`src/rtl/cle_unlock_seq_if.sv`:
```
// CPU-side bus bundle for the unlock sequencer: bus-cycle qualifier, address,
// direction and the registered status/strobe outputs back to the system.
// ba carries CPU address bits [13:4]: ba[9] = A13, ba[8] = A12, ba[3:0] = A[7:4].
interface cle_unlock_seq_if;
   logic       bus_valid;
   logic       sser;
   logic [9:0] ba;
   logic       br_w;
   logic       sdrd;
   logic       data_oe;
   logic [3:0] rd_sel;
   logic       unlocked;
   logic       overrun;
   logic [2:0] state;

   modport master (
      output bus_valid, sser, ba, br_w,
      input  sdrd, data_oe, rd_sel, unlocked, overrun, state
   );

   modport slave (
      input  bus_valid, sser, ba, br_w,
      output sdrd, data_oe, rd_sel, unlocked, overrun, state
   );
endinterface

```
`src/rtl/cle_unlock_seq.sv`:
```
// Four-nibble unlock sequencer guarding a serial-device window. After the key
// reads KEY0..KEY3 the window opens: reads at nib 0 fire a fixed-length sdrd
// strobe, nib F relocks, any other nib latches a one-cycle register read.
// An idle counter relocks the window after TIMEOUT cycles without a hit.
module cle_unlock_seq #(
   parameter logic [3:0] KEY0      = 4'h2,
   parameter logic [3:0] KEY1      = 4'hA,
   parameter logic [3:0] KEY2      = 4'hB,
   parameter logic [3:0] KEY3      = 4'h9,
   parameter int         TIMEOUT   = 200,
   parameter int         PULSE_LEN = 3
) (
   input logic              clk,
   input logic              rst,
   cle_unlock_seq_if.slave  bus
);

   typedef enum logic [2:0] {
      ST_LOCKED = 3'd0,
      ST_K1     = 3'd1,
      ST_K2     = 3'd2,
      ST_K3     = 3'd3,
      ST_OPEN   = 3'd4,
      ST_STROBE = 3'd5
   } state_t;

   // Last idle count before relock, and the strobe counter load value.
   localparam logic [7:0] IDLE_LAST = 8'(TIMEOUT - 1);
   localparam logic [3:0] PULSE_LAST = 4'(PULSE_LEN - 1);

   state_t     state_q, state_d;
   logic [7:0] idle_q, idle_d;
   logic [3:0] strb_q, strb_d;
   logic       sdrd_q, sdrd_d;
   logic       data_oe_q, data_oe_d;
   logic [3:0] rd_sel_q, rd_sel_d;
   logic       unlocked_q, unlocked_d;
   logic       overrun_q, overrun_d;

   logic       hit;
   logic [3:0] nib;
   logic       unused_ba;

   assign hit       = bus.bus_valid & ~bus.sser & ~bus.ba[9] & bus.ba[8];
   assign nib       = bus.ba[3:0];
   // Address bits A[11:8] do not take part in decoding.
   assign unused_ba = ^bus.ba[7:4];

   // One step of the key sequence: advance on the expected read, restart at
   // K1 when the read happens to be the first key, otherwise fall back.
   function automatic state_t key_step(input logic br_w, input logic [3:0] n,
                                       input logic [3:0] expect_key,
                                       input state_t adv);
      if (br_w && n == expect_key) return adv;
      if (br_w && n == KEY0)       return ST_K1;
      return ST_LOCKED;
   endfunction

   // Next-state and next-output decode for the whole sequencer.
   always_comb begin
      state_d   = state_q;
      idle_d    = idle_q;
      strb_d    = strb_q;
      sdrd_d    = 1'b0;
      data_oe_d = 1'b0;
      rd_sel_d  = rd_sel_q;
      overrun_d = overrun_q;

      case (state_q)
         ST_LOCKED: if (hit) state_d = key_step(bus.br_w, nib, KEY0, ST_K1);
         ST_K1:     if (hit) state_d = key_step(bus.br_w, nib, KEY1, ST_K2);
         ST_K2:     if (hit) state_d = key_step(bus.br_w, nib, KEY2, ST_K3);
         ST_K3: begin
            if (hit) begin
               state_d = key_step(bus.br_w, nib, KEY3, ST_OPEN);
               idle_d  = 8'd0;
            end
         end
         ST_OPEN: begin
            if (hit) begin
               // A hit always wins over an expiring timeout.
               idle_d = 8'd0;
               if (!bus.br_w) begin
                  state_d = ST_LOCKED;
               end else if (nib == 4'h0) begin
                  state_d = ST_STROBE;
                  sdrd_d  = 1'b1;
                  strb_d  = PULSE_LAST;
               end else if (nib == 4'hF) begin
                  state_d   = ST_LOCKED;
                  overrun_d = 1'b0;
               end else begin
                  data_oe_d = 1'b1;
                  rd_sel_d  = nib;
               end
            end else if (idle_q == IDLE_LAST) begin
               state_d = ST_LOCKED;
               idle_d  = 8'd0;
            end else if (idle_q != 8'hFF) begin
               idle_d = idle_q + 8'd1;
            end
         end
         ST_STROBE: begin
            // Hits here are dropped; the pulse length is fixed once started.
            if (hit) overrun_d = 1'b1;
            if (strb_q == 4'd0) begin
               state_d = ST_OPEN;
               idle_d  = 8'd0;
            end else begin
               strb_d = strb_q - 4'd1;
               sdrd_d = 1'b1;
            end
         end
         default: begin
            state_d = ST_LOCKED;
            idle_d  = 8'd0;
            strb_d  = 4'd0;
         end
      endcase

      unlocked_d = (state_d == ST_OPEN) || (state_d == ST_STROBE);
   end

   // State and registered outputs; reset clears everything immediately.
   always_ff @(posedge clk or posedge rst) begin
      if (rst) begin
         state_q    <= ST_LOCKED;
         idle_q     <= 8'd0;
         strb_q     <= 4'd0;
         sdrd_q     <= 1'b0;
         data_oe_q  <= 1'b0;
         rd_sel_q   <= 4'd0;
         unlocked_q <= 1'b0;
         overrun_q  <= 1'b0;
      end else begin
         state_q    <= state_d;
         idle_q     <= idle_d;
         strb_q     <= strb_d;
         sdrd_q     <= sdrd_d;
         data_oe_q  <= data_oe_d;
         rd_sel_q   <= rd_sel_d;
         unlocked_q <= unlocked_d;
         overrun_q  <= overrun_d;
      end
   end

   assign bus.state    = state_q;
   assign bus.sdrd     = sdrd_q;
   assign bus.data_oe  = data_oe_q;
   assign bus.rd_sel   = rd_sel_q;
   assign bus.unlocked = unlocked_q;
   assign bus.overrun  = overrun_q;

endmodule

```
`src/flat_wrapper.sv`:
```
// flat-port wrapper written by rule: the top's interface ports become plain ports
module cle_unlock_seq_flat 
#(
   parameter logic [3:0] KEY0      = 4'h2,
   parameter logic [3:0] KEY1      = 4'hA,
   parameter logic [3:0] KEY2      = 4'hB,
   parameter logic [3:0] KEY3      = 4'h9,
   parameter int         TIMEOUT   = 200,
   parameter int         PULSE_LEN = 3
)
  (clk, rst, bus_bus_valid, bus_sser, bus_ba, bus_br_w, bus_sdrd, bus_data_oe, bus_rd_sel, bus_unlocked, bus_overrun, bus_state);
  cle_unlock_seq_if bus_i ();
  input logic clk;
  input logic rst;
  input wire logic [$bits(bus_i.bus_valid)-1:0] bus_bus_valid;
  input wire logic [$bits(bus_i.sser)-1:0] bus_sser;
  input wire logic [$bits(bus_i.ba)-1:0] bus_ba;
  input wire logic [$bits(bus_i.br_w)-1:0] bus_br_w;
  output wire logic [$bits(bus_i.sdrd)-1:0] bus_sdrd;
  output wire logic [$bits(bus_i.data_oe)-1:0] bus_data_oe;
  output wire logic [$bits(bus_i.rd_sel)-1:0] bus_rd_sel;
  output wire logic [$bits(bus_i.unlocked)-1:0] bus_unlocked;
  output wire logic [$bits(bus_i.overrun)-1:0] bus_overrun;
  output wire logic [$bits(bus_i.state)-1:0] bus_state;
  assign bus_i.bus_valid = bus_bus_valid;
  assign bus_i.sser = bus_sser;
  assign bus_i.ba = bus_ba;
  assign bus_i.br_w = bus_br_w;
  assign bus_sdrd = bus_i.sdrd;
  assign bus_data_oe = bus_i.data_oe;
  assign bus_rd_sel = bus_i.rd_sel;
  assign bus_unlocked = bus_i.unlocked;
  assign bus_overrun = bus_i.overrun;
  assign bus_state = bus_i.state;
  cle_unlock_seq #(.KEY0(KEY0), .KEY1(KEY1), .KEY2(KEY2), .KEY3(KEY3), .TIMEOUT(TIMEOUT), .PULSE_LEN(PULSE_LEN)) u_core (.clk(clk), .rst(rst), .bus(bus_i));
endmodule
```
`config.mk`:
```
export PLATFORM = sky130hd
export DESIGN_NAME = cle_unlock_seq_flat
export DESIGN_NICKNAME = d
export VERILOG_FILES = /design/src/rtl/cle_unlock_seq_if.sv /design/src/rtl/cle_unlock_seq.sv /design/src/flat_wrapper.sv
export SDC_FILE = /design/constraint.sdc
export NUM_CORES = 1
export LEC_CHECK = 0
export ABC_AREA = 1
export CAP_MARGIN = 0
export CORE_ASPECT_RATIO = 0.9
export CORE_MARGIN = 10
export CORE_UTILIZATION = 52
export CTS_CLUSTER_SIZE = 8
export DETAILED_ROUTE_END_ITERATION = 6
export GPL_TIMING_DRIVEN = 0
export MAX_ROUTING_LAYER = met4
export PLACE_DENSITY = 0.9
export SYNTH_ARGS = -nofsm -noshare
export SYNTH_HDL_FRONTEND = slang
export SYNTH_SLANG_ARGS = --single-unit
```
`constraint.sdc`:
```
create_clock -name clk -period 1.95 [get_ports clk]
set_input_delay 0.195 -clock clk [delete_from_list [all_inputs] [get_ports clk]]
set_output_delay 0.195 -clock clk [all_outputs]
set_load 0.05 [all_outputs]
```
Yosys cells after proc, flatten, opt, wreduce, memory -nomap -nowiden. Index checks and enable logic that the tools add are counted.

Register bits after elaboration: 23. Output and inout port bits: 11. Logic and storage cells: 136.

Add/subtract/negate cells: 2. Equal/unequal tests: 24. Muxes and demuxes: 78. Bitwise operators: 9. Reduce and logical (&&, ||, !) cells: 15.

Operators with widths (count): $mux 3 (26); $mux 8 (5); $mux 1 (38); $pmux 8 s4 (1); $pmux 3 s6 (1); $eq 4x4->1 const B (4); $mux 4 (4); $eq 3x3->1 const B (4); $ne 2x1->1 const B (6); $pmux 4 s3 (1); $reduce_and 5->1 (2); $add 8x1->8 const B (1); $eq 8x8->1 const B (1); $logic_not 4->1 (2); $ne 8x8->1 const B (1); $eq 3x2->1 const B (2); $ne 2x2->1 const B (3); $not 1->1 (6); $reduce_and 6->1 (1); $eq 4x2->1 const B (1); $logic_and 1x1->1 (4); $ne 4x1->1 const B (1); $pmux 1 s2 (2); $reduce_and 4->1 (1); other kinds (8) (10).

Depth between registers and ports, before layout.
Word-level depth: 15. Depth in mapped cells: 10. Depth with buffers taken out: 10.

Worst setup path after synthesis. Ideal clock, no wire load.

Kind: register -> register. Start: reg u_core.state_q[2] (netlist: u_core.bus.state[2]). End: reg u_core.idle_q[5]. Data arrival time: 1.649 ns. Setup slack: 0.227 ns. Stages on the path, launching flop included: 10. Path buffers: 1. Period minus slack after synthesis: 1.723 ns. Cell sequence: dfrtp_1 > inv_2 > nor2_8 > nand2_4 > nor2_2 > nor2_1 > nand2_2 > buf_6 > nand2_1 > o21ai_2.

Longest elaborated chain between the ends: 4. Elaborated cells on any way between the ends: 13.

Ends and longest elaborated chain: from (decl) (RTL line cle_unlock_seq.sv:31) `state_t state_q, state_d;`; from (signal assigned) (RTL line cle_unlock_seq.sv:136) `state_q <= state_d;`; $eq 3x1->1, or another cell as far along; $reduce_or 3->1 (no source line); $not 1->1 (no source line); $reduce_and 4->1 (no source line); to (signal assigned) (RTL line cle_unlock_seq.sv:137) `idle_q <= idle_d;`; to (decl) (RTL line cle_unlock_seq.sv:32) `logic [7:0] idle_q, idle_d;`.

Parallel ways exist; a longest one is shown, timed or not. A chain may end at the register's enable or synchronous reset.

Final worst setup path.
Start: reg u_core.rd_sel_q[0] (netlist: u_core.bus.rd_sel[0]). End: out bus_rd_sel[0].

RTL lines: from (decl) (RTL line cle_unlock_seq.sv:36) `logic [3:0] rd_sel_q, rd_sel_d;`; from (signal assigned) (RTL line cle_unlock_seq.sv:141) `rd_sel_q <= rd_sel_d;`; to (decl) (RTL line flat_wrapper.sv:21) `output wire logic [$bits(bus_i.rd_sel)-1:0] bus_rd_sel;`.

No word-level cell between the ends.

==> results.cfg <==
[yosys]
synth_edf_count = 0
synth_area_per_cell_um2 = 7.27
synthesis.nets = 221
ys_ff_latch = 23
synth_cell_types = 30
async_flop_share_pct = 100
yosys_warnings = 0
netlist_instances = 203
yosysSeqAreaShare_pct = 39.0
synthesis.area_um2 = 1480
ys.flop_type = dfrtp_1

[sta]
slew_headroom_pct = 42.8
holdWs_ns = 0.330
tightest_slew_ns = 0.857
setup_tns_ns = 0
final.min_clock_period_ns = 1.71
max_freq_mhz = 583
setup_viol = 0
post-route-period-util_pct = 87.9
final.setup_skew_ns = 0.00114
setup_ws_ns = 0.235
drv_slew = 0
hold_violations = 0
rsz0062_at_grt = no

[power_and_ir_drop]
p_total_uw = 843
powerDensity_nw_per_um2 = 477
p_leak_uw = 0.000930
peakVddDrop_v = 0.000360

[clock_network]
clk_latency_ns = 0.32
clock-sinks = 23
cts_tree = built
postCtsHoldBufs = 0
h-tree-depth = 1
clkTransAtPathRegs_ns = 0.13
clockBufferDepth = 2
cts_buffers = 3
cts_root_buf = clkbuf_4

[detailed_routing]
routed_wl_mm = 3.18
dr.pass1.iters = 4
drc = 0
vias = 1364
vias_per_cell = 5.09
wl_per_cell_um = 11.9
ant_nets = 0
first_iter_violations = 121

[die]
initial_core_util_pct = 54.1
die_w_um = 76.1
rows = 18
dieArea_um2 = 5370
ioPinCount = 26
chipHeight_um = 70.5
fp.coreArea_um2 = 2730

[setup_path]
crit_slowest_cell = clkdlybuf4s50_1
crit_fanout = 2
ff2ff_path_depth = 9
endpoint_kind = output port
critPathBufInv = 1
crit_type = reg2out
rr_startpoint = u_core.strb_q[0]$_DFFE_PP0P_
required_ns = 1.75
regToRegEndpoint = u_core.idle_q[6]$_DFFE_PP0P_
crit_path_cell_trace = clkdlybuf4s50_1
startpoint_type = flop
rrSetupSlack_ns = 0.25
cp_top_family = buffers and inverters
cp_data_arrival_time_ns = 1.52
max_stage_delay_ns = 0.81

[global_routing]
track_usage_pct = 12.7
grt_pass1_wl_mm = 5.74
gr-total-overflow = 0
grt_max_degree = 24
grt_pass1_vias = 1295
antenna_found_initial = 0

[placed_design]
dp_hpwl_mm = 2.47
dpl_worst_slack_ns = 0.121
dp_cells = 264
port_buffers = 21
gp_congestion = 0.873

[layout]
layout_commonest_cell = nand2_1
diodes = 0
final_cells = 268
layout.cells.most_common_list = 68 x nand2_1, 25 x inv_1, 23 x dfrtp_1
finalNetCount = 247
syn_to_final_growth_pct = 19.8
drive_gt1_share_pct = 9.21

[outcome]
outcome = complete, no violations

[run]
maxCapViolCount = 0

[worst_hold_path]
min_path_type = in2async
==> per-layer routing <==
metal	vias to the layer above	part of all wire, %	global-route usage, %	routed length (um)
li1	701	-	-	-
met1	629	44	14.8	1410
met2	27	50	21.2	1580
met3	7	3.9	2.27	124
met4	0	1.9	5.57	59
met5	-	0	-	0
==> stage by stage <==
| step | area (um^2) | utilization [%] |
|---|---|---|
| floorplan | 1480 | - |
| global placement | 1740 | 63.7 |
| detailed placement | 1740 | 63.7 |
| CTS | 1760 | 64.6 |
| global route | 1770 | 64.8 |
| finish | 1770 | 64.8 |
==> registers in the layout, summed over array words and instances (netlist names) <==
signal,count
u_core.bus.state,3
u_core.bus.data_oe,1
u_core.bus.rd_sel,4
u_core.bus.unlocked,1
u_core.idle_q,8
u_core.bus.sdrd,1
u_core.strb_q,4
u_core.bus.overrun,1
==> synth_stat cells, types with 3 or more instances <==
library cell,count,share of area [%]
o21bai_1,3,1.5
nand4_1,7,3.0
dfrtp_1,23,39
nand3_1,16,5.4
o21ai_0,7,2.4
ha_1,3,2.5
inv_1,25,6.4
o21ai_2,3,1.8
nand2_1,68,17
nor2_1,21,5.3
nor2_2,3,1.3
==> timing repair <==
item	in CTS	in global routing
setup endpoints to repair	1	2
buffers inserted	0	0
pin swaps	0	0
gates resized for setup	1	2
==> worst max path at each step <==
stage | start | end | slack, ns | cells past startpoint
final | u_core.bus.rd_sel[0]$_DFFE_PP0P_ | bus_rd_sel[0] | 0.24 | 1
after global routing | u_core.strb_q[0]$_DFFE_PP0P_ | u_core.idle_q[5]$_DFFE_PP0P_ | 0.14 | 9
after CTS | u_core.bus.state[0]$_DFF_PP0_ | bus_state[0] | 0.00007 | 1
after detailed placement | bus_bus_valid | u_core.bus.state[0]$_DFF_PP0_ | 0.12 | 9
after global placement | bus_ba[8] | u_core.bus.state[0]$_DFF_PP0_ | 0.13 | 9
after floorplan | u_core.bus.state[2]$_DFF_PP0_ | u_core.idle_q[5]$_DFFE_PP0P_ | 0.23 | 9
==> report_power, final <==
group,switching [uW],internal (uW)
Combinational,70.5,42.8
Clock,151,77.0
Sequential,17.0,485
==> layout make-up <==
class                      instances  area [um^2]
multi-input combinational        152          787
fill                             248          958
tap                               40         50.0
buffer                             2         15.0
sequential                        23          576
timing repair buffer              21          214
clock inverter                     1         5.00
clock buffer                       3         22.5
inverter                          26         97.6
==> cells by family (layout without fill, tap and decap cells) <==
family / count (synthesis) / in the layout / synth area share (%)
simple gates: 129 / 129 / 42.1
xor+xnor: 2 / 2 / 1.19
flops: 23 / 23 / 39.0
fa+ha+maj: 3 / 3 / 2.54
compound gates: 18 / 18 / 7.55
buf+inv: 28 / 53 / 7.63
==> worst register-to-register path, cell delays in order, from the launching register on <==
cell	delay [ns]
dfrtp_1	0.40
inv_1	0.12
ha_1	0.16
nor3b_1	0.35
nor2_2	0.10
nor2_1	0.14
nand2_2	0.08
buf_6	0.14
nand2_1	0.06
o21ai_1	0.06
(Power assumes the default switching activity.)
